$ cat src/rtl/imem_loader.sv
// Boot loader for the 1024x32 instruction memory: length header + little-endian words
// from a byte stream, core held in reset until done. Option: IMEM_LOADER_CHECKSUM_EN.
module imem_loader #(
  parameter int DEPTH_WORDS = 1024,
  parameter int CNT_W       = 16
) (
  input  logic        clk,
  input  logic        rst,
  input  logic        start,
  input  logic        byte_valid,
  input  logic [7:0]  byte_data,
  output logic        byte_ready,
  output logic        mem_we,
  output logic [31:0] mem_addr,
  output logic [31:0] mem_wdata,
  output logic        core_rst,
  output logic        busy,
  output logic        done,
  output logic        error
);
  localparam int WIDX_W = $clog2(DEPTH_WORDS) + 1;
  localparam logic [CNT_W:0] MAX_N = (CNT_W+1)'(DEPTH_WORDS);

  typedef enum logic [2:0] {IDLE, HDR_LO, HDR_HI, DATA, WRITE, CHK, DONE, ERR} state_t;

  state_t              state, state_nxt;
  logic [7:0]          hdr_lo;
  logic [CNT_W-1:0]    n_words;
  logic [WIDX_W-1:0]   widx;
  logic [1:0]          bsel;
  logic [23:0]         asm_w;
  logic [7:0]          csum;
  logic                xfer;
  logic [CNT_W-1:0]    hdr_n;
  logic [CNT_W:0]      widx_p1;
  logic                last_word;
  logic                restart;

  // byte_ready is registered, so a transfer is judged against the current state
  assign xfer      = byte_valid & byte_ready;
  assign hdr_n     = CNT_W'({byte_data, hdr_lo});
  assign widx_p1   = (CNT_W+1)'(widx) + 1'b1;
  assign last_word = (widx_p1 == {1'b0, n_words});
  assign restart   = start & ((state == IDLE) | (state == DONE) | (state == ERR));

  always_ff @(posedge clk or negedge rst) begin
    if (!rst) state <= IDLE;
    else      state <= state_nxt;
  end

  always_comb begin
    state_nxt = state;
    case (state)
      IDLE, DONE, ERR: if (start) state_nxt = HDR_LO;
      HDR_LO:          if (xfer) state_nxt = HDR_HI;
      HDR_HI: if (xfer) begin
        if (hdr_n == '0) begin
`ifdef IMEM_LOADER_CHECKSUM_EN
          state_nxt = CHK;
`else
          state_nxt = DONE;
`endif
        end else if ({1'b0, hdr_n} > MAX_N) state_nxt = ERR;
        else                                 state_nxt = DATA;
      end
      DATA: if (xfer && bsel == 2'd3) state_nxt = WRITE;
      WRITE: begin
        if (last_word) begin
`ifdef IMEM_LOADER_CHECKSUM_EN
          state_nxt = CHK;
`else
          state_nxt = DONE;
`endif
        end else state_nxt = DATA;
      end
      CHK: if (xfer) state_nxt = (byte_data == csum) ? DONE : ERR;
      default: state_nxt = IDLE;
    endcase
  end

  // datapath: header capture, word assembly, running XOR, word index
  always_ff @(posedge clk or negedge rst) begin
    if (!rst) begin
      hdr_lo    <= '0;
      n_words   <= '0;
      widx      <= '0;
      bsel      <= '0;
      asm_w     <= '0;
      csum      <= '0;
      mem_addr  <= '0;
      mem_wdata <= '0;
    end else if (restart) begin
      widx  <= '0;
      bsel  <= '0;
      asm_w <= '0;
      csum  <= '0;
    end else begin
      case (state)
        HDR_LO: if (xfer) hdr_lo <= byte_data;
        HDR_HI: if (xfer) n_words <= hdr_n;
        DATA: if (xfer) begin
          bsel <= bsel + 2'd1;
          csum <= csum ^ byte_data;
          if (bsel == 2'd3) begin
            mem_wdata <= {byte_data, asm_w};
            mem_addr  <= 32'({widx, 2'b00});
          end else begin
            asm_w[8*bsel +: 8] <= byte_data;
          end
        end
        WRITE: widx <= widx + 1'b1;
        default: ;
      endcase
    end
  end

  // outputs follow the next state so every output is a flop
  always_ff @(posedge clk or negedge rst) begin
    if (!rst) begin
      byte_ready <= 1'b0;
      mem_we     <= 1'b0;
      core_rst   <= 1'b0;
      busy       <= 1'b0;
      done       <= 1'b0;
      error      <= 1'b0;
    end else begin
      byte_ready <= (state_nxt == HDR_LO) | (state_nxt == HDR_HI) |
                    (state_nxt == DATA)   | (state_nxt == CHK);
      mem_we     <= (state_nxt == WRITE);
      core_rst   <= (state_nxt == DONE);
      busy       <= (state_nxt == HDR_LO) | (state_nxt == HDR_HI) | (state_nxt == DATA) |
                    (state_nxt == WRITE)  | (state_nxt == CHK);
      done       <= (state_nxt == DONE);
      error      <= (state_nxt == ERR);
    end
  end

endmodule
$ cat config.mk
export PLATFORM = sky130hd
export DESIGN_NAME = imem_loader
export DESIGN_NICKNAME = d
export VERILOG_FILES = /design/src/rtl/imem_loader.sv
export SDC_FILE = /design/constraint.sdc
export NUM_CORES = 1
export LEC_CHECK = 0
export BUFFER_PORTS_ARGS = -buffer_cell sky130_fd_sc_hd__clkbuf_2
export CAP_MARGIN = 40
export CORE_MARGIN = 1
export CORE_UTILIZATION = 35
export DETAILED_ROUTE_END_ITERATION = 10
export PLACE_DENSITY = 0.62
export REMOVE_ABC_BUFFERS = 1
export SYNTH_ARGS = -nofsm -noshare
export SYNTH_HDL_FRONTEND = slang
export SYNTH_SLANG_ARGS = --single-unit
$ cat constraint.sdc
create_clock -name clk -period 2.6 [get_ports clk]
set_input_delay 0.26 -clock clk [delete_from_list [all_inputs] [get_ports clk]]
set_output_delay 0.26 -clock clk [all_outputs]
set_load 0.05 [all_outputs]
==> results of run 1 <==
-- worst max-delay path: stages, from the launching register on --
cell and delay, ns:
dfrtp_1 0.37, or4_1 0.56, nor3_1 0.24, nand4b_1 0.12, a2111o_1 0.40, or3_4 0.41, a22o_1 0.21
-- routing by layer --
layer / up-vias / wire length [um]
li1: 1694 / -
met4: 0 / 163
met2: 55 / 5550
met1: 1836 / 5239
met3: 14 / 345
met5: - / 0
-- cell usage in the layout (no fill, tap or decap), types with 3 or more instances in the layout --
master,instances
a21oi_1,13
a22o_1,23
and2_1,4
and4_1,3
buf_4,13
bufinv_16,3
clkbuf_16,17
clkbuf_2,59
clkinv_4,5
conb_1,21
dfrtp_1,120
ha_1,6
inv_1,5
mux2_2,66
nand2_1,34
nand2b_1,8
nand3_1,4
nand4_1,3
nor2_1,20
nor3_1,7
nor4_1,3
o21ai_0,17
or3_1,4
xnor2_1,21
xor2_1,14
-- cells in the mapped netlist, types with 4 or more instances --
library cell,number
a21oi_1,13
a22o_1,23
and2_1,4
buf_2,4
buf_4,22
clkbuf_1,18
dfrtp_1,120
ha_1,6
inv_1,5
mux2_2,66
nand2_1,34
nand2b_1,8
nand3_1,5
nor2_1,20
nor3_1,7
o21ai_0,17
or3_1,4
xnor2_1,21
xor2_1,14
-- power groups by stage --
stage | clock (mW) | sequential, mW | combinational [mW]
global route | 2.51 | 3.05 | 2.93
CTS | 2.42 | 2.96 | 2.74
floorplan | 0 | 3.70 | 1.29
detailed placement | 0 | 2.99 | 2.73
global placement | 0 | 2.96 | 2.67
finish | 2.39 | 2.95 | 2.72
-- cell type report --
type	count	area, sq um
fillers	1432	8646
flip-flops and latches	120	3003
clock inverters	13	171.4
repair buffers	74	422.9
multi-input cells	303	2262
inverters	5	18.77
clock buffers	19	442.9
well taps	188	235.2
-- flip-flops by register name, indices dropped and copies added, names as in the netlist --
| name | count |
|---|---|
| error | 1 |
| widx | 11 |
| n_words | 16 |
| mem_addr | 11 |
| hdr_lo | 8 |
| state | 3 |
| bsel | 2 |
| busy | 1 |
| mem_we | 1 |
| done | 1 |
| csum | 8 |
| byte_ready | 1 |
| mem_wdata | 32 |
| asm_w | 24 |
-- worst max-delay path by stage --
stage	start	slack, ns	cells after the start	to
2_1_floorplan	byte_ready$_DFF_PN0_	-0.76	5	busy$_DFF_PN0_
3_3_place_gp	widx[0]$_DFFE_PN0P_	0.26	7	byte_ready$_DFF_PN0_
3_5_place_dp	widx[0]$_DFFE_PN0P_	0.18	7	byte_ready$_DFF_PN0_
4_1_cts	widx[0]$_DFFE_PN0P_	0.17	7	byte_ready$_DFF_PN0_
5_1_grt	widx[0]$_DFFE_PN0P_	0.08	7	byte_ready$_DFF_PN0_
6_report	n_words[13]$_DFFE_PN0P_	0.19	6	byte_ready$_DFF_PN0_
-- stage by stage --
stage	power, mW	std cells	setup slack, ns	hold slack [ns]
floorplan	4.994	428	-0.7638	-0.03559
global placement	5.632	689	0.2641	0.2692
detailed placement	5.717	689	0.1761	0.2852
CTS	8.128	722	0.1686	0.2438
global route	8.495	722	0.08305	0.2598
finish	8.062	722	0.1876	0.2504
-- repair_timing --
action                                  in CTS  in global routing
resized for setup                            0                  1
hold buffers                                 1                  0
endpoints found under the setup margin       0                  2
endpoints found under the hold margin       39                  0
-- logic make-up (layout without fill, tap and decap cells) --
group	Yosys count	in the layout	share of synthesized area [%]
AOI/OAI and AO/OA	70	70	9.114
xor gates and xnor gates	35	35	5.610
adders and majority gates	6	6	1.374
buffers and inverters	52	111	5.221
DFF	120	120	54.96
muxes	67	67	13.79
other	1	21	0.06863
and+or+nand+nor	104	104	9.869
==> results.md, run 1 <==
* Total global-route track usage at between 10% and 20%
* Gr busiest metal: met2
* Critical Path End Type: register
* CP Launch Type: register
* Worst slew pin tran at around 0.72 ns
* Setup Viol. Count Final at 0
* Reg power frac at 36.6%
* Post-route minimum period at 2.412 ns
* Prevailing post-synth register cell: dfrtp_1
* Clock transition at path regs at around 0.06 ns
* Post-route clock period utilization at 92.78%
* Initial Utilization at between 30 and 40%
* Fmax at 0.4145 GHz
* Synth Cell Area at 0.005464 sq mm
* Fin util at 43.13%
* Die width at 126.9 um
* Core area at 0.01520 sq mm
* Cell Area, Placed at 0.005927 sq mm
* Syn. warnings at 0
* Die area at 0.01612 sq mm
* Count of final hold-check violations at 0
* Top post-synthesis cells by area: dfrtp_1 55%, mux2_2 14%, a22o_1 3.7%
* Global-route wire length before repair at between 15000 and 20000 um
* Seq/Total Area, Yosys at 54.96%
* CTS tree: built
* Post-synth EDFFs at 0
* Yosys cell types at 48
* Leak Pwr at just over 3 nW
* Slew Limit Headroom at 51.70%
* Die height at 126.9 um
* Yosys top cell by area: dfrtp_1
* Setup TNS at 0 ns
* Min-delay src: byte_data[3]
* Unrepaired setup endpoints after global routing: no
* Worst clock skew at 0.007156 ns
* Max Cap Violations at 0
* Clk Latency, worst-skew pair at 0.41 ns
* Switching power at just over 3 mW
* Remaining Overflow, GRT at 0
* Pre-antenna DRT Iters at 4
* Final GP Congestion at 0.8181
* Maximum VDD drop at around 0.50 mV
* Setup Buffers After CTS at 0
* Worst Hold Class: input port to register
* Routed length per instance at 15.65 um
* Mapped Cells at 455
* Reg2reg path depth at 6
* Reg2reg end: byte_ready$_DFF_PN0_
* Rows at 45
* Ys async rst share at 100.0%
* Vias in the first global route at 3676
* Antenna viol nets, final at 0
* Final Net Count at 539
* Sw frac at 37.77%
* Required @ worst endpoint at roughly 2.9 ns
* Iter 0 DRT Violations at 132
* Post-synthesis register bit count at 120
* Layout cells sized above 1 at roughly a third
* Met2 Track Usage GR at 24.63%
* CTS Buf Count at 17
* Longest Clk Path Bufs at 2
* Hold Path Stages at 2
* Largest net degree at the start of global routing at 54
* Drt via density at 4.985
* Crit path kind: register to register
* DRC at 0
* Hold Path End: asm_w[19]$_DFFE_PN0P_
* CTS sink cnt at 120
* Arrival @ worst endpoint at 2.71 ns
* CP max FO at 5
* Setup slack, reg-to-reg at 0.19 ns
* Grt met1 use at 19.70%
* Root Buffer: clkbuf_16
* Top cell type's share of synthesized area at approximately 55%
* H-tree depth at 4
* Antenna violations before repair at 0
* Final instance area at 0.006556 sq mm
* Met3 Usage GRT at 4.175%
* Reg-to-Reg Start: n_words[13]$_DFFE_PN0P_
* Routed vias at 3599
* IO Count at 82
* Outcome: finished clean
* Max-slew violations at 0
* Combinational share of power at 33.8%
* Area Overhead vs Synth at 19.99%
* Ant diodes at 0
* Syn Area/Cell at about 12 sq um
* P_int at 5.016 mW
* Pwr/cell area at 1230 mW/mm^2
* Final wirelength at 11300 um
* Clock power share at ~30%
* Input/output buffers at 60
* Detail Placement HPWL at 7909 um
Power figures use the tool's default switching activity.
==> run 2, diff against run 1 <==
REMOVE_ABC_BUFFERS = unset   (was 1)
==> results.md, run 2 (synthesized netlist as in run 1, its figures left out) <==
* Outcome: finished clean
* Hold Slack at 0.2369 ns
* Highest-count cells in the layout ignoring fill and taps: 120 x dfrtp_1, 66 x mux2_2, 59 x clkbuf_2
* Final Power at 8.054 mW
* CTS Buf Count at 17
* Routed length per instance at 16.22 um
* Fin util at between 40 and 50%
* Crit path kind: register to register
* Rows at 45
* CP Launch Type: register
* Antenna violations before repair at 0
* Clk Latency, worst-skew pair at 0.42 ns
* Detail Placement HPWL at 8233 um
* Reg area at ~0.0030 sq mm
* Max-slew violations at 0
* Setup Viol. Count Final at 0
* Wire length on met2 at around 5600 um
* Worst clock skew at 0.007860 ns
* Top routing layer in use: met4
* Worst path max stage delay at approximately 0.55 ns
* Final GP Congestion at roughly 0.85
* Drt via density at around 5
* Dpl cells at 694
* Required @ worst endpoint at between 2 and 3 ns
* DRC at 0
* CP max FO at 5
* Antenna viol nets, final at 0
* Top flop regs: mem_wdata: 32 flops, asm_w: 24 flops, n_words: 16 flops
* Fillers at 1394
* Ant diodes at 0
* Clock transition at path regs at 0.06 ns
* CTS tree: built
* Routed wl met3 at 438 um
* Max FFs per register at 32
* Critical Path End Type: register
* Fmax at roughly 0.4 GHz
* Post-route minimum period at between 2 and 2.5 ns
* Non-filler cells, final at 727
* Post-route clock period utilization at 93.84%
* Remaining Overflow, GRT at 0
* Area Overhead vs Synth at 20.40%
* Slew Limit Headroom at 49.09%
* CP max-delay cell: or4_1
* Leak Pwr at between 3 and 4 nW
* Unrepaired setup endpoints after global routing: no
* Area of the multi-input gates at between 0.002 and 0.0025 sq mm
* Die height at 126.9 um
* Layout cells sized above 1 at 34.32%
* Core area at 0.01520 sq mm
* Root Buffer: clkbuf_16
* Die width at 126.9 um
* Total global-route track usage at 15.79%
* M1 WL at between 5000 and 6000 um
* Maximum VDD drop at 0.7159 mV
* Largest net degree at the start of global routing at 49
* Vias in the first global route at 3764
* Count of final hold-check violations at 0
* Input/output buffers at 60
* Iter 0 DRT Violations at 193
* Commonest non-fill, non-tap cell in the layout: dfrtp_1
* Worst Hold Class: input port to register
* CP cell instances: or4_1 -> nor3_1 -> nand4b_1 -> a2111o_1 -> or3_4 -> a21bo_2
* IO Count at slightly above 80
* Longest Clk Path Bufs at 2
* Worst path top cell family by delay: simple AND/OR/NAND/NOR gates
* Top reg by flops: mem_wdata
* Worst slew pin tran at 0.7636 ns
* Cell Area, Placed at 0.005952 sq mm
* Setup TNS at 0 ns
* Initial Utilization at a little over a third
* Max Cap Violations at 0
* Pre-antenna DRT Iters at 4
* CTS sink cnt at 120
* Routed vias at 3619
* H-tree depth at 4
* Die area at 0.01612 sq mm
* Final Net Count at 544
* Global-route wire length before repair at between 15000 and 20000 um
* Final instance area at 0.006579 sq mm
* Pwr/cell area at 1224 mW/mm^2
* Final wirelength at 11790 um
* Arrival @ worst endpoint at 2.75 ns
* Worst Path Buf+Inv at 0
* Final setup margin at 0.1603 ns
* Pre-CTS WS at 0.1422 ns
## run 2: repair_timing
action,4_1_cts,5_1_grt
setup endpoints to repair,0,2
hold buffers,1,0
hold endpoints to repair,44,0
setup buffers,0,0
resized for setup,0,2
## run 2: path summary, 6_finish.rpt
path | start | end | slack [ns] | depth (start not counted)
worst max-delay path | n_words[13]$_DFFE_PN0P_ | busy$_DFF_PN0_ | 0.16 | 6
worst min-delay path | byte_data[0] | asm_w[16]$_DFFE_PN0P_ | 0.24 | 2
worst max register to register | n_words[13]$_DFFE_PN0P_ | busy$_DFF_PN0_ | 0.16 | 6
worst min register to register | asm_w[15]$_DFFE_PN0P_ | asm_w[15]$_DFFE_PN0P_ | 0.48 | 2
max in group asynchronous | rst | widx[10]$_DFFE_PN0P_ | 1.40 | 3
min in group asynchronous | rst | mem_addr[5]$_DFFE_PN0P_ | 0.41 | 2
## run 2: per-layer routing
metal  vias to the layer above  GRT usage, %
li1                       1705             -
met1                      1818         20.39
met2                        78         24.66
met3                        18         4.639
met4                         0         6.863
met5                         -             0
## run 2: worst register-to-register path, cell delays in order, from the launching register on
cell	delay, ns
dfrtp_1	0.37
or4_1	0.55
nor3_1	0.25
nand4b_1	0.14
a2111o_1	0.40
or3_4	0.41
a21bo_2	0.21
## run 2: layout make-up
cell class	instances	share of cell area, %
Clock buffer	20	7.094
Clock inverter	12	2.130
Inverter	5	0.2853
Multi-Input combinational cell	303	34.46
Sequential cell	120	45.64
Tap cell	188	3.576
Timing Repair Buffer	79	6.809
## run 2: where the power goes
part / internal, mW / leakage (nW) / total, mW / switching [mW]
Clock: 1.50 / 0.290 / 2.35 / 0.857
Sequential: 2.50 / 1.59 / 2.94 / 0.447
Combinational: 0.997 / 1.22 / 2.76 / 1.76
